==> src/rtl/ss_pkg.sv <==
// Shared constants for the seven-segment scan driver: glyph table,
// blank pattern and segment bit positions (bit 0 = a ... bit 6 = g).
package ss_pkg;

  localparam int SEG_A = 0;
  localparam int SEG_B = 1;
  localparam int SEG_C = 2;
  localparam int SEG_D = 3;
  localparam int SEG_E = 4;
  localparam int SEG_F = 5;
  localparam int SEG_G = 6;

  localparam logic [6:0] SEG_BLANK = 7'h00;

  // Active-high glyphs, entry 0 at the least significant position.
  localparam logic [15:0][6:0] GLYPH_TABLE = {
    7'h71, 7'h79, 7'h5E, 7'h39, 7'h7C, 7'h77, 7'h6F, 7'h7F,
    7'h07, 7'h7D, 7'h6D, 7'h66, 7'h4F, 7'h5B, 7'h06, 7'h3F
  };

endpackage

==> src/rtl/hex_glyph_lut.sv <==
// Combinational hex nibble to active-high seven-segment glyph lookup.
module hex_glyph_lut
  import ss_pkg::*;
(
  input  logic [3:0] nib_i,
  output logic [6:0] glyph_o
);

  // Table lookup on the selected nibble.
  always_comb begin
    glyph_o = GLYPH_TABLE[nib_i];
  end

endmodule

==> src/rtl/ss_scan_driver.sv <==
// Time-multiplexed seven-segment driver with guard interval, decimal points,
// leading-zero blanking and frame-synchronous (tear-free) display updates.
module ss_scan_driver
  import ss_pkg::*;
#(
  parameter int NUM_DIGITS     = 4,
  parameter int REFRESH_DIV    = 50000,
  parameter int GUARD_CYCLES   = 2,
  parameter bit SEG_ACTIVE_LOW = 1'b1,
  parameter bit AN_ACTIVE_LOW  = 1'b1
) (
  input  logic                    clk,
  input  logic                    rst,
  input  logic [4*NUM_DIGITS-1:0] value,
  input  logic [NUM_DIGITS-1:0]   dp_in,
  input  logic                    blank_lz,
  input  logic                    load,
  output logic [6:0]              seg,
  output logic                    dp,
  output logic [NUM_DIGITS-1:0]   an,
  output logic                    frame_done
);

  localparam int PW = (REFRESH_DIV > 1) ? $clog2(REFRESH_DIV) : 1;
  localparam int IW = (NUM_DIGITS > 1) ? $clog2(NUM_DIGITS) : 1;
  localparam logic [PW-1:0] PCNT_LAST = PW'(REFRESH_DIV - 1);
  localparam logic [PW-1:0] GUARD     = PW'(GUARD_CYCLES);
  localparam logic [IW-1:0] IDX_LAST  = IW'(NUM_DIGITS - 1);
  localparam logic [6:0]            SEG_INV = {7{SEG_ACTIVE_LOW}};
  localparam logic                  DP_INV  = SEG_ACTIVE_LOW;
  localparam logic [NUM_DIGITS-1:0] AN_INV  = {NUM_DIGITS{AN_ACTIVE_LOW}};

  logic [PW-1:0]             pcnt_q, pcnt_d;
  logic [IW-1:0]             idx_q, idx_d;
  logic [4*NUM_DIGITS-1:0]   pend_val_q, pend_val_d, shd_val_q, shd_val_d;
  logic [NUM_DIGITS-1:0]     pend_dp_q, pend_dp_d, shd_dp_q, shd_dp_d;
  logic                      pend_blz_q, pend_blz_d, shd_blz_q, shd_blz_d;
  logic                      pend_vld_q, pend_vld_d, shd_vld_q, shd_vld_d;
  logic [6:0]                seg_q, seg_d;
  logic                      dp_q, dp_d;
  logic [NUM_DIGITS-1:0]     an_q, an_d;
  logic                      fd_q;

  logic                      tc_s, boundary_s, zero_run_s, lit_s;
  logic [NUM_DIGITS-1:0]     blank_vec_s;
  logic [3:0]                nib_s;
  logic [6:0]                glyph_s;

  // Prescaler, digit index and double-buffered display data.
  always_comb begin
    tc_s       = (pcnt_q == PCNT_LAST);
    boundary_s = tc_s && (idx_q == IDX_LAST);
    pcnt_d     = tc_s ? '0 : pcnt_q + PW'(1);
    if (tc_s) begin
      idx_d = (idx_q == IDX_LAST) ? '0 : idx_q + IW'(1);
    end else begin
      idx_d = idx_q;
    end
    if (load) begin
      pend_val_d = value;
      pend_dp_d  = dp_in;
      pend_blz_d = blank_lz;
      pend_vld_d = 1'b1;
    end else begin
      pend_val_d = pend_val_q;
      pend_dp_d  = pend_dp_q;
      pend_blz_d = pend_blz_q;
      pend_vld_d = pend_vld_q;
    end
    // A load coinciding with the boundary bypasses pending straight to shadow.
    if (boundary_s) begin
      shd_val_d = load ? value    : pend_val_q;
      shd_dp_d  = load ? dp_in    : pend_dp_q;
      shd_blz_d = load ? blank_lz : pend_blz_q;
      shd_vld_d = load | pend_vld_q;
    end else begin
      shd_val_d = shd_val_q;
      shd_dp_d  = shd_dp_q;
      shd_blz_d = shd_blz_q;
      shd_vld_d = shd_vld_q;
    end
  end

  // Leading-zero mask, digit selection and polarity-adjusted output values.
  always_comb begin
    zero_run_s  = 1'b1;
    blank_vec_s = '0;
    for (int j = NUM_DIGITS - 1; j >= 0; j--) begin
      zero_run_s     = zero_run_s & (shd_val_q[4*j +: 4] == 4'h0);
      blank_vec_s[j] = shd_blz_q & zero_run_s & (j != 0);
    end
    nib_s = shd_val_q[int'(idx_q)*4 +: 4];
    lit_s = shd_vld_q && (pcnt_q >= GUARD) && !blank_vec_s[idx_q];
    seg_d = (lit_s ? glyph_s : SEG_BLANK) ^ SEG_INV;
    dp_d  = (lit_s & shd_dp_q[idx_q]) ^ DP_INV;
    if (lit_s) begin
      an_d = (NUM_DIGITS'(1) << idx_q) ^ AN_INV;
    end else begin
      an_d = AN_INV;
    end
  end

  hex_glyph_lut u_lut (
    .nib_i   (nib_s),
    .glyph_o (glyph_s)
  );

  // State and output registers.
  always_ff @(posedge clk) begin
    if (rst) begin
      pcnt_q     <= '0;
      idx_q      <= '0;
      pend_val_q <= '0;
      pend_dp_q  <= '0;
      pend_blz_q <= 1'b0;
      pend_vld_q <= 1'b0;
      shd_val_q  <= '0;
      shd_dp_q   <= '0;
      shd_blz_q  <= 1'b0;
      shd_vld_q  <= 1'b0;
      seg_q      <= SEG_INV;
      dp_q       <= DP_INV;
      an_q       <= AN_INV;
      fd_q       <= 1'b0;
    end else begin
      pcnt_q     <= pcnt_d;
      idx_q      <= idx_d;
      pend_val_q <= pend_val_d;
      pend_dp_q  <= pend_dp_d;
      pend_blz_q <= pend_blz_d;
      pend_vld_q <= pend_vld_d;
      shd_val_q  <= shd_val_d;
      shd_dp_q   <= shd_dp_d;
      shd_blz_q  <= shd_blz_d;
      shd_vld_q  <= shd_vld_d;
      seg_q      <= seg_d;
      dp_q       <= dp_d;
      an_q       <= an_d;
      fd_q       <= boundary_s;
    end
  end

  assign seg        = seg_q;
  assign dp         = dp_q;
  assign an         = an_q;
  assign frame_done = fd_q;

endmodule

==> config.mk <==
export PLATFORM = sky130hd
export DESIGN_NAME = ss_scan_driver
export DESIGN_NICKNAME = d
export VERILOG_FILES = /design/src/rtl/ss_pkg.sv /design/src/rtl/hex_glyph_lut.sv /design/src/rtl/ss_scan_driver.sv
export SDC_FILE = /design/constraint.sdc
export NUM_CORES = 1
export LEC_CHECK = 0
export ABC_AREA = 1
export ABC_CLOCK_PERIOD_IN_PS = 4700
export CORE_UTILIZATION = 45
export DETAILED_ROUTE_END_ITERATION = 12
export HOLD_SLACK_MARGIN = 0.08
export PLACE_DENSITY = 0.65
export SYNTH_ARGS = -nofsm -noshare
export SYNTH_HDL_FRONTEND = slang
export SYNTH_HIERARCHICAL = 1
export SYNTH_SLANG_ARGS = --single-unit
==> constraint.sdc <==
create_clock -name clk -period 4.7 [get_ports clk]
set_input_delay 0.94 -clock clk [delete_from_list [all_inputs] [get_ports clk]]
set_output_delay 0.94 -clock clk [all_outputs]
set_load 0.02 [all_outputs]
== After elaboration in Yosys (flattened, before gate mapping) ==
Memories as Yosys holds them, arrays and structs flattened.
Cells that the tools add are included.

* Add/sub/neg operators: 2
* Magnitude comparators: 3
* Eq/ne operators: 2
* Shifts and indexed selects: 2
* Muxes and demuxes: 10
* Bitwise operators: 11
* Reduce and logical (&&, ||, !) cells: 9

{| class="wikitable"
|+ Operators with widths
! cell !! count
|-
| $add 16x1->16 const B || 1
|-
| $eq 16x16->1 const B || 1
|-
| $ge 16x2->1 const B || 1
|-
| $mux 16 || 1
|-
| $shiftx 16x5->4 || 1
|-
| $mux 7 || 2
|-
| $logic_not 4->1 || 3
|-
| $not 7->7 || 1
|-
| $and 1x1->1 || 6
|-
| $lt 4x5->1 const B || 1
|-
| $bmux 1 s2 || 2
|-
| $mux 4 || 1
|-
| $not 4->4 || 1
|-
| $reduce_or 2->1 || 2
|-
| $shl 1x2->4 const A || 1
|-
| $logic_and 1x1->1 || 3
|-
| $lt 2x3->1 const B || 1
|-
| $mux 1 || 3
|-
| $add 2x1->2 const B || 1
|-
| $eq 2x2->1 const B || 1
|-
| $mux 2 || 1
|-
| $not 1->1 || 2
|-
| $logic_not 1->1 || 1
|-
| $or 1x1->1 || 1
|}

* Register bits after elaboration: 75
* Memory bits (read-only): 112
* Bits of input ports: 24
* Output and inout bits: 13
* Word-level logic and storage cells: 54
* Memories: 1

{| class="wikitable"
|+ Memories
! memory !! words !! bits a word !! read ports !! clocked after memory_dff !! write ports !! line !! source
|-
| (name not given) || 16 || 7 || 1 || 0 || 0 || hex_glyph_lut.sv:11 || <nowiki>glyph_o = GLYPH_TABLE[nib_i];</nowiki>
|}

== Depth between registers and ports, before layout ==
* Depth in word-level cells: 10
* Gate-level depth with buffers: 12
* Depth with buffers taken out: 11

== Hierarchy ==
Netlist, hierarchy kept.

{| class="wikitable"
|+ By module, submodules not included
! module !! instances !! cells an instance !! area each (µm²)
|-
| ss_scan_driver || 1 || 468 || 3597.2
|-
| hex_glyph_lut || 1 || 52 || 270.3
|}

== Worst setup path before layout ==
Ideal clock, no wire load.

* Path kind: reg-to-reg
* Start: register idx_q[0]
* End: register seg_q[3], in the netlist seg[3]
* Arrival time: 1.791 ns
* Data required time: 4.575 ns
* Slack: 2.784 ns
* Cell stages (with the launch flop): 12
* Clock period less this slack: 1.916 ns
* Path through: dfxtp_1 -> inv_1 -> clkbuf_1 -> o21ai_0 -> o22ai_1 -> inv_1 -> ha_1 -> nand2_1 -> o21ai_0 -> nand2_1 -> nand2_1 -> nand3_1

{| class="wikitable"
|+ RTL lines
! item !! line !! source
|-
| start, declared || ss_scan_driver.sv:34 || <nowiki>logic [IW-1:0] idx_q, idx_d;</nowiki>
|-
| start signal, assigned || ss_scan_driver.sv:127 || <nowiki>idx_q <= idx_d;</nowiki>
|-
| $shiftx 16x5->4 || ss_scan_driver.sv:92 || <nowiki>nib_s = shd_val_q[int'(idx_q)*4 +: 4];</nowiki>
|-
| named net nib_s[1] || ss_scan_driver.sv:46 || <nowiki>logic [3:0] nib_s;</nowiki>
|-
| $mem_v2 16x7 || -- ||
|-
| $mux 7 (implied by the code) || hex_glyph_lut.sv:11 ||
|-
| named net glyph_s[3] || ss_scan_driver.sv:47 || <nowiki>logic [6:0] glyph_s;</nowiki>
|-
| $mux 7 || ss_scan_driver.sv:94 || <nowiki>seg_d = (lit_s ? glyph_s : SEG_BLANK) ^ SEG_INV;</nowiki>
|-
| $not 7->7 (no source line) || -- ||
|-
| end signal, assigned || ss_scan_driver.sv:136 || <nowiki>seg_q <= seg_d;</nowiki>
|-
| end, declared || ss_scan_driver.sv:39 || <nowiki>logic [6:0] seg_q, seg_d;</nowiki>
|}

The timed path passes the listed nets, and every way through them passes these cells. The select of a mux whose other input is x is not followed.
A chain may end at the register's enable or synchronous reset.

==> impl_metrics.py <==
metrics = {
    "detailed_routing": {
        "routed_via_density": 4.92,
        "post-route-drc-count": 0,
        "post_drt_wl_per_cell_um": 11.6,
        "routed_wl_um": 7570,
        "dr_total_vias": 3219,
        "first_pass_iters": 4,
        "first_iter_violations": 114,
        "antenna_left": 0,
    },
    "setup_path": {
        "critical_path.slowest_cell": "clkdlybuf4s50_1",
        "crit_required_ns": 4.99,
        "arrival_ns": 3.02,
        "path_buf_inv": 4,
        "path_cells": "clkdlybuf4s50_1 > inv_1 > buf_4 > o21ai_0 > nand4_1 > nand2_1 > inv_1",
        "path_class": "input port to flop",
        "worstSetupStartpointType": "input port",
        "worst-path-max-fanout": 47,
        "crit_top_cell": "inv_1",
        "slowest_delay_ns": 0.84,
        "endpoint_kind": "flop",
        "crit_family": "buffers and inverters",
    },
    "synthesis": {
        "yosys.area.top_type": "dfxtp_1",
        "synth_top_family_by_area": "simple AND/OR/NAND/NOR gates",
        "ys_async_sr_fraction_pct": 0,
        "synth_enable_flop_cells": 0,
        "yosysWarnings": 6,
        "muxShareOfSynthArea_pct": 0,
        "synthFlopType": "dfxtp_1",
        "ys_types": 33,
        "syn_nets": 557,
        "synth_commonest_cells": "nand2_1, dfxtp_1, inv_1, nor2_1, nand3_1",
        "synth.yosys.seq_area_share_pct": 38.8,
        "avgSynthCellArea_um2": 7.44,
        "synth.top_cell.area_share_pct": 38.8,
        "syn_inst": 520,
        "synth_compound_area_share_pct": 8.77,
        "synthTopCellsByArea": "dfxtp_1, nand2_1, inv_1",
        "synthesis.area_mm2": 0.00387,
        "yosys.area_share.xor_xnor_pct": 0.453,
        "yosysMostFrequentCell": "nand2_1",
        "synthAdderAreaFrac_pct": 4.21,
        "synth-seq-cells": 75,
        "synth-simple-area-share_pct": 34.9,
    },
    "layout": {
        "post-route-cell-area_mm2": 0.00438,
        "fill_cells": 830,
        "drive_above_1_share_pct": 10.7,
        "area_growth_pct": 13.2,
        "nNetsFinal": 581,
        "regArea_mm2": 0.00150,
        "n_antenna_cell": 0,
        "multiInputGateArea_mm2": 0.00187,
    },
    "floorplan": {
        "initial_core_util_pct": 46.8,
        "die_h_um": 94.7,
        "die_area_mm2": 0.00897,
        "core_mm2": 0.00826,
        "io_pins": 37,
        "rows": 33,
        "dieWidth_um": 94.7,
    },
    "cts": {
        "clockBufferDepth": 2,
        "htreeDepth": 3,
        "clock_sinks": 75,
        "post_cts_resized": 0,
        "cts_buffers": 9,
        "holdBufCountCts": 0,
        "cts.reportedPaths.clkPinSlew_ns": 0.07,
        "cts_tree": "yes",
        "clk_latency_ns": 0.34,
        "cts_setup_buffers": 0,
        "cts_root_buffer": "clkbuf_8",
    },
    "timing": {
        "timing.final.crit_share_pct": 58.1,
        "hold_viol": 0,
        "tightest_slew_ns": 0.958,
        "post-route-min-period_ns": 2.73,
        "drv_slew": 0,
        "skew_ns": 0.00933,
        "setup-violations-final": 0,
        "slew_headroom_pct": 36.1,
        "fin_setup_tns_ns": 0,
        "rsz0062_at_grt": "no",
        "fmax_mhz": 366,
    },
    "run_status": {
        "status": "finished clean",
    },
    "placement": {
        "port_buffers": 36,
        "gp_congestion": 0.798,
        "placed_area_mm2": 0.00416,
        "dp_hpwl_um": 5400,
    },
    "grt": {
        "track_usage_pct": 18.7,
        "grt_pass1_wl_um": 13300,
        "grt_max_degree": 48,
        "grt-ovfl-total": 0,
        "grt_pass1_vias": 3006,
        "antenna_found_initial": 0,
    },
    "pwr": {
        "leakagePower_nw": 1.94,
        "power.density_mw_per_mm2": 291,
        "peakVddDrop_uv": 218,
    },
    "hold_path": {
        "min_path_type": "flop to flop",
    },
    "flow_run": {
        "cap_violations": 0,
    },
}
## power by group
part	total (mW)	leakage, nW	internal, mW	switching (mW)
clock	0.536	0.113	0.298	0.238
sequential	0.656	0.611	0.650	0.00563
combinational	0.0830	1.22	0.0389	0.0441
## per-layer routing
layer	track usage [%]	vias to the layer above	routed length, um
met1	22.8	1469	3490
met5	0	-	0
met2	32.0	47	3730
li1	-	1695	-
met4	5.93	0	91
met3	4.91	8	258
## registers in the layout, indices dropped and copies added (netlist names)
signal      cells
pcnt_q         16
pend_val_q     16
shd_val_q      16
seg             7
an              4
pend_dp_q       4
shd_dp_q        4
idx_q           2
dp              1
frame_done      1
pend_blz_q      1
pend_vld_q      1
shd_blz_q       1
shd_vld_q       1
## logic make-up after synthesis
| family | Yosys count |
|---|---|
| compound gates | 56 |
| xor+xnor | 2 |
| fa+ha+maj | 13 |
| buf+inv | 100 |
| flops | 75 |
| simple gates | 274 |
## per-stage QoR
step / utilization (%) / power (mW) / hold WS, ns / setup WS, ns / instances
finish: 53.0 / 1.27 / 0.470 / 1.97 / 654
global route: 53.0 / 1.33 / 0.480 / 1.75 / 654
CTS: 53.0 / 1.29 / 0.467 / 1.94 / 654
detailed placement: 50.4 / 0.755 / 0.456 / 1.57 / 638
global placement: 50.4 / 0.753 / 0.442 / 1.63 / 638
floorplan: - / 0.728 / 0.430 / 2.78 / 520
## worst paths after layout
kind         cells after the start  slack, ns           to         from
max                              7       1.97    shd_vld_q          rst
min                              2       0.47  shd_dp_q[2]  shd_dp_q[2]
max reg2reg                      4       2.29  shd_dp_q[3]     idx_q[0]
min reg2reg                      2       0.47  shd_dp_q[2]  shd_dp_q[2]
## layout by cell type, fill, tap and decap left out, drive strengths merged, types with 3 or more instances in the layout
master,netlist,layout
a21oi,15,15
clkbuf,7,9
clkdlybuf4s50,0,36
clkinv,1,6
dfxtp,75,75
ha,13,13
inv,74,74
nand2,122,122
nand3,49,49
nand4,26,26
nor2,72,72
o21a,21,21
o21ai,16,16
o22ai,3,3
## worst reg2reg max path: stages (launching register included)
cell     delay (ns)
dfxtp_1        0.63
ha_1           0.88
nand3_4        0.52
nand3_1        0.21
nand2_1        0.06
## area by class of cell
cell class                      instances  share of cell area (%)
Multi-Input combinational cell        345                    42.7
Sequential cell                        75                    34.3
Timing Repair Buffer                   38                    8.58
Inverter                               75                    6.43
Tap cell                              105                    3.00
Clock buffer                            9                    2.83
Clock inverter                          7                    2.12
(Power assumes the default switching activity.)
